[src/rtl/seq_pkg.sv]
// Shared state encoding for the serial sequence family (generators and detectors).
package seq_pkg;

  typedef enum logic [1:0] {
    ST_IDLE = 2'b00,
    ST_SEND = 2'b01,
    ST_GAP  = 2'b10,
    ST_DONE = 2'b11
  } seq_state_e;

endpackage

[src/rtl/seq_pattern_gen.sv]
// Serial pattern transmitter: shifts a captured pattern out MSB-first for a number
// of repetitions, with FILL bits between repetitions. Outputs decode registered state only.
module seq_pattern_gen
  import seq_pkg::*;
#(
  parameter int   PAT_W = 3,
  parameter int   CNT_W = 8,
  parameter logic FILL  = 1'b0
) (
  input  logic             clk,
  input  logic             rst,
  input  logic             start,
  input  logic [PAT_W-1:0] pattern,
  input  logic [CNT_W-1:0] reps,
  input  logic [CNT_W-1:0] gap,
  output logic             sout,
  output logic             sout_valid,
  output logic             pat_end,
  output logic             busy,
  output logic             done
);

  localparam int               IDX_W   = $clog2(PAT_W);
  localparam logic [IDX_W-1:0] IDX_TOP = IDX_W'(PAT_W - 1);
  localparam logic [IDX_W-1:0] IDX_ONE = IDX_W'(1);
  localparam logic [CNT_W-1:0] CNT_ONE = CNT_W'(1);

  seq_state_e       state_q, state_d;
  logic [PAT_W-1:0] pat_q, pat_d;
  logic [IDX_W-1:0] idx_q, idx_d;
  logic [CNT_W-1:0] rem_q, rem_d;
  logic [CNT_W-1:0] gap_q, gap_d;
  logic [CNT_W-1:0] gcnt_q, gcnt_d;

  always_ff @(posedge clk or posedge rst) begin
    if (rst) begin
      state_q <= ST_IDLE;
      pat_q   <= '0;
      idx_q   <= '0;
      rem_q   <= '0;
      gap_q   <= '0;
      gcnt_q  <= '0;
    end else begin
      state_q <= state_d;
      pat_q   <= pat_d;
      idx_q   <= idx_d;
      rem_q   <= rem_d;
      gap_q   <= gap_d;
      gcnt_q  <= gcnt_d;
    end
  end

  // Counters stop at 1 rather than wrapping, so all-ones reps/gap are safe.
  always_comb begin
    state_d = state_q;
    pat_d   = pat_q;
    idx_d   = idx_q;
    rem_d   = rem_q;
    gap_d   = gap_q;
    gcnt_d  = gcnt_q;
    case (state_q)
      ST_IDLE: begin
        if (start) begin
          if (reps != '0) begin
            pat_d   = pattern;
            rem_d   = reps;
            gap_d   = gap;
            idx_d   = IDX_TOP;
            state_d = ST_SEND;
          end else begin
            state_d = ST_DONE;
          end
        end
      end
      ST_SEND: begin
        if (idx_q != '0) begin
          idx_d = idx_q - IDX_ONE;
        end else if (rem_q == CNT_ONE) begin
          rem_d   = '0;
          state_d = ST_DONE;
        end else begin
          rem_d = rem_q - CNT_ONE;
          if (gap_q == '0) begin
            idx_d = IDX_TOP;
          end else begin
            gcnt_d  = gap_q;
            state_d = ST_GAP;
          end
        end
      end
      ST_GAP: begin
        if (gcnt_q == CNT_ONE) begin
          gcnt_d  = '0;
          idx_d   = IDX_TOP;
          state_d = ST_SEND;
        end else begin
          gcnt_d = gcnt_q - CNT_ONE;
        end
      end
      default: state_d = ST_IDLE;
    endcase
  end

  always_comb begin
    sout       = 1'b0;
    sout_valid = 1'b0;
    pat_end    = 1'b0;
    busy       = 1'b0;
    done       = 1'b0;
    case (state_q)
      ST_SEND: begin
        sout       = pat_q[idx_q];
        sout_valid = 1'b1;
        pat_end    = (idx_q == '0);
        busy       = 1'b1;
      end
      ST_GAP: begin
        sout       = FILL;
        sout_valid = 1'b1;
        busy       = 1'b1;
      end
      ST_DONE: done = 1'b1;
      default: ;
    endcase
  end

endmodule

[config.mk]
export PLATFORM = sky130hd
export DESIGN_NAME = seq_pattern_gen
export DESIGN_NICKNAME = d
export VERILOG_FILES = /design/src/rtl/seq_pkg.sv /design/src/rtl/seq_pattern_gen.sv
export SDC_FILE = /design/constraint.sdc
export NUM_CORES = 1
export LEC_CHECK = 0
export ABC_CLOCK_PERIOD_IN_PS = 3230
export CORE_MARGIN = 3
export CORE_UTILIZATION = 47
export DETAILED_ROUTE_END_ITERATION = 10
export GPL_TIMING_DRIVEN = 0
export HOLD_SLACK_MARGIN = 0.15
export PLACE_DENSITY = 0.75
export SYNTH_ARGS = -nofsm -noshare
export SYNTH_HDL_FRONTEND = slang
export SYNTH_SLANG_ARGS = --single-unit
[constraint.sdc]
create_clock -name clk -period 3.23 [get_ports clk]
set_clock_uncertainty 0.05 [all_clocks]
set_input_delay 0.8075 -clock clk [delete_from_list [all_inputs] [get_ports clk]]
set_output_delay 0.8075 -clock clk [all_outputs]
set_load 0.02 [all_outputs]
# == Word-level counts from Yosys, hierarchy flattened ==
# Cells that the tools add are included.
# classes
order_cmp,1
n_mux,30
add_sub_neg,3
n_eq_ne,14
n_reduce_logical,14
# op_table
op,count
2-to-1 mux 8 bit,8
case mux 8 bit (2 select lines),2
2-to-1 mux 2 bit,12
"== test 8 x 1 -> 1 bit, second input constant",2
"subtractor 8 x 1 -> 8 bit, second input constant",2
"!= test 2 bit, second input constant",6
case mux 2 bit (3 select lines),2
AND reduction 4 bit,3
"!= test 3 bit, second input constant",3
zero test 8 bit,1
nonzero test 8 bit,1
AND reduction 6 bit,1
nonzero test 2 bit,3
2-to-1 mux 1 bit,5
"== test 2 bit, second input constant",2
zero test 2 bit,2
"< comparator 2 x 3 -> 1 bit, second input constant",1
AND reduction 3 bit,1
nonzero test 3 bit,1
binary-select mux 1 bit (select 2 bit),1
"== test 2 x 1 -> 1 bit, second input constant",1
OR reduction 2 bit,1
"subtractor 2 x 1 -> 2 bit, second input constant",1
# word_totals
word_cells,68
ff_bits,31
out_inout_bits,5

# == Depth between registers and ports, before layout ==
# Gate-level depths: netlist (run 1).
# depth
word_depth,5
mapped_depth,7
mapped_depth_nobuf,6

# == Worst setup path after synthesis (run 1) ==
# No wires, ideal clock.
# synth_path
path_type,input to register
from,input port reps[2]
to,register rem_q[0]
setup_slack_ns,1.062
setup_time_ns,0.125
path_buffers,1
stages,5
arrival_ns,1.993
cell_sequence,nor4_1 -> nand3_1 -> and2_0 -> clkbuf_1 -> mux2_2
# synth_between
elab_chain_len,3
# synth_rtl
item,line,text
"start, declared",seq_pattern_gen.sv:14,"input logic [CNT_W-1:0] reps,"
nonzero test 8 bit,seq_pattern_gen.sv:64,if (reps != '0) begin
!= test 2 bit (no source line),-,
AND reduction 4 bit (no source line),-,
"end signal, assigned",seq_pattern_gen.sv:47,rem_q <= rem_d;
"end, declared",seq_pattern_gen.sv:31,"logic [CNT_W-1:0] rem_q, rem_d;"
# Every way passes these cells.
# A chain may end at the register's enable or synchronous reset.

# == Final worst setup path (run 1) ==
# layout_path
from,register state_q[1]
to,output port sout
# layout_between
elab_chain_len,2
# layout_rtl
item,line,text
"start, declared",seq_pattern_gen.sv:28,"seq_state_e state_q, state_d;"
"start signal, assigned",seq_pattern_gen.sv:44,state_q <= state_d;
== test 2 x 1 -> 1 bit,seq_pattern_gen.sv:110,case (state_q)
2-to-1 mux 1 bit,seq_pattern_gen.sv:110,
"end, declared",seq_pattern_gen.sv:16,"output logic sout,"
# Every way passes these cells.

==> reports/results.ini, run 1 <==
[floorplanning]
die_area_um2=5172
die_x_um=71.92
num_rows=23
chipHeight_um=71.92
fp.coreArea_um2=4086
io_pins=27
initial_utilization_pct=49.97

[yosys]
synthArstFlopShare_pct=100.0
synth-edff-count=0
ys.flop_type=dfrtp_1
syn_area_um2=2042
postSynthCellCount=201
syn_area_per_cell_um2=10.16
seq_area_frac_synth_pct=37.99
ys_ff_latch=31
yosys_warnings=0
syn_nets=234
yosysUniqueCellTypes=55

[grt]
grt_pass1_vias=1720
grt_usage_pct=20.58
grt_pass1_wl_mm=8.280
overflow=0
grt_max_degree=32
antenna_found_initial=0

[critical_path]
criticalPathCategory=flop to output port
end_kind=output port
crit_slowest_cell=clkdlybuf4s50_1
cp_top_family=buffers and inverters
worst_ep_required_time_ns=2.37
path_buf_inv=4
crit_path_cell_trace=inv_1 -> ha_1 -> buf_6 -> buf_6 -> and2_1 -> clkdlybuf4s50_1
arrival_ns=2.09
cpMostUsedCell=buf_6
startpoint_type=flop
critPathLaunch=state_q[1]
rr_startpoint=state_q[0]
cp_max_fo=10
cpPeakStageDelay_ns=0.60

[job]
cap_violations=0

[pwr]
combPwrFrac_pct=5.2
p_sw_w=0.0001685
swShare_pct=20.18
p_seq_share_pct=47.0
clkPwrFrac_pct=47.8
power_leakage_nw=1.082
internal-power_w=0.0006664
finalPower_w=0.0008349
p_per_area_nw_per_um2=336.3
ir_drop_v=0.0003748

[timing]
finalSetupViolCount=0
slew_viol_final=0
rsz0062_at_grt=false
period_share_pct=91.22
hold_viol=0
tightestPinTransition_ns=1.154
fin_tns_setup_ns=0
holdWs_ns=0.4582
slew-limit-headroom_pct=22.95
max_freq_mhz=339.4
period_needed_ns=2.946

[finish]
multi_input_area_um2=1142
seq_area_um2=775.7
num-fill-cells=374
final_common_cell=dfrtp_1
fin_cells=285
diodes=0
layout.nets=267
final_cell_mix=dfrtp_1 (31), clkdlybuf4s50_1 (26), inv_1 (18), mux2_2 (13)
drive_gt1_share_pct=16.60
area_growth_pct=21.57

[cts]
clkSinkCount=31
htreeDepth=2
cts_root_buffer=clkbuf_8
postCtsHoldBufs=0
cts_resized=0
cts_buffer_depth=2
cts_tree=yes
cts_setup_buffers=0
cts_buffers=5
clkTransAtPathRegs_ns=0.07
insertion_delay_ns=0.29

[place]
dp_hpwl_mm=3.406
placedCellCount=277
io_buffers=26
gp_congestion=0.9211

[drt]
vias=1681
wl_per_cell_um=16.23
first_pass_iters=4
wirelength_mm=4.626
drc=0
drtAntennaViolNets=0
vias_per_cell=5.898
drt_iter0_drc=114

[worst_hold_path]
hold_path_class=flop to flop
hp-start=pat_q[2]

[status]
outcome=finished clean

## per-stage QoR
| step | utilization (%) | setup WS (ns) | area [um^2] |
|---|---|---|---|
| 2_1_floorplan | - | 1.062 | 2042 |
| 3_3_place_gp | 57.87 | 0.2552 | 2365 |
| 3_5_place_dp | 57.87 | 0.2984 | 2365 |
| 4_1_cts | 60.75 | 0.2680 | 2482 |
| 5_1_grt | 60.75 | 0.1709 | 2482 |
| 6_report | 60.75 | 0.2836 | 2482 |
## layer usage
| metal | track usage [%] | part of all wire, % |
|---|---|---|
| met5 | 0 | 0 |
| met4 | 8.142 | 1.4 |
| met3 | 4.986 | 4.2 |
| met2 | 30.00 | 46 |
| met1 | 29.53 | 48 |
## sequential cells by signal, summed over array words and instances, names as in the netlist
name,flops
gap_q,8
gcnt_q,8
idx_q,2
pat_q,3
rem_q,8
state_q,2
## final timing paths
kind	to	slack, ns	cells after the start
min in group asynchronous	gcnt_q[5]	1.08	2
worst min-delay path	pat_q[2]	0.46	1
worst min register to register	pat_q[2]	0.46	1
worst max-delay path	sout	0.28	6
worst max register to register	rem_q[0]	0.71	7
max in group asynchronous	rem_q[1]	1.36	2
## cells by family (layout without fill, tap and decap cells)
family	after synthesis	after routing	synth area share [%]
buf+inv	26	60	6.066
flops	31	31	37.99
mux	24	24	12.81
fa+ha+maj	11	11	6.740
compound gates	52	52	20.22
simple gates	57	57	16.18
## power groups by stage
stage                     sequential, W  combinational (W)  clock (W)
after detailed placement       0.000400          0.0000443          0
after global placement         0.000400          0.0000439          0
final                          0.000392          0.0000435   0.000399
after global routing           0.000393          0.0000485   0.000424
after CTS                      0.000392          0.0000444   0.000411
after floorplan                0.000399          0.0000135          0
## Yosys cell counts, drive strengths merged (2+ instances only)
| cell | count | share of area [%] |
|---|---|---|
| a21o | 2 | 0.80 |
| a21oi | 6 | 1.7 |
| a22o | 4 | 1.8 |
| a2bb2oi | 2 | 0.86 |
| and2 | 2 | 0.61 |
| buf | 4 | 2.0 |
| clkbuf | 3 | 0.55 |
| dfrtp | 31 | 38 |
| ha | 11 | 6.7 |
| inv | 18 | 3.3 |
| mux2 | 14 | 7.9 |
| mux2i | 10 | 4.9 |
| nand2 | 11 | 2.0 |
| nand2b | 4 | 1.2 |
| nand3 | 4 | 0.98 |
| nor2 | 7 | 1.3 |
| nor2b | 3 | 0.92 |
| nor3 | 5 | 1.5 |
| nor4 | 8 | 2.5 |
| o211ai | 10 | 3.7 |
| o21ai | 5 | 1.4 |
| o221a | 2 | 1.5 |
| o22ai | 4 | 1.2 |
| o2bb2ai | 5 | 2.1 |
| o32ai | 3 | 1.3 |
| or3 | 3 | 0.98 |
| or3b | 2 | 0.86 |
| or4 | 2 | 0.92 |
## area by class of cell
cell class                 instances  area share, %
buffer                             7          2.117
multi-input combinational        144          46.02
sequential                        31          31.25
clock inverter                     2          1.411
clock buffer                       6          3.327
timing repair buffer              26          10.48
inverter                          19          2.873
tap                               50          2.520
(Power assumes the default switching activity.)
==> inputs of run 2 (changes only) <==
--- a/config.mk
+++ b/config.mk
@@ -5,12 +5,10 @@
 export SDC_FILE = /design/constraint.sdc
 export NUM_CORES = 1
 export LEC_CHECK = 0
-export ABC_CLOCK_PERIOD_IN_PS = 3230
 export CORE_MARGIN = 3
 export CORE_UTILIZATION = 47
 export DETAILED_ROUTE_END_ITERATION = 10
 export GPL_TIMING_DRIVEN = 0
-export HOLD_SLACK_MARGIN = 0.15
 export PLACE_DENSITY = 0.75
 export SYNTH_ARGS = -nofsm -noshare
 export SYNTH_HDL_FRONTEND = slang
==> results of run 2 <==
No change in the layout: final DEF, timing and power equal those of run 1.
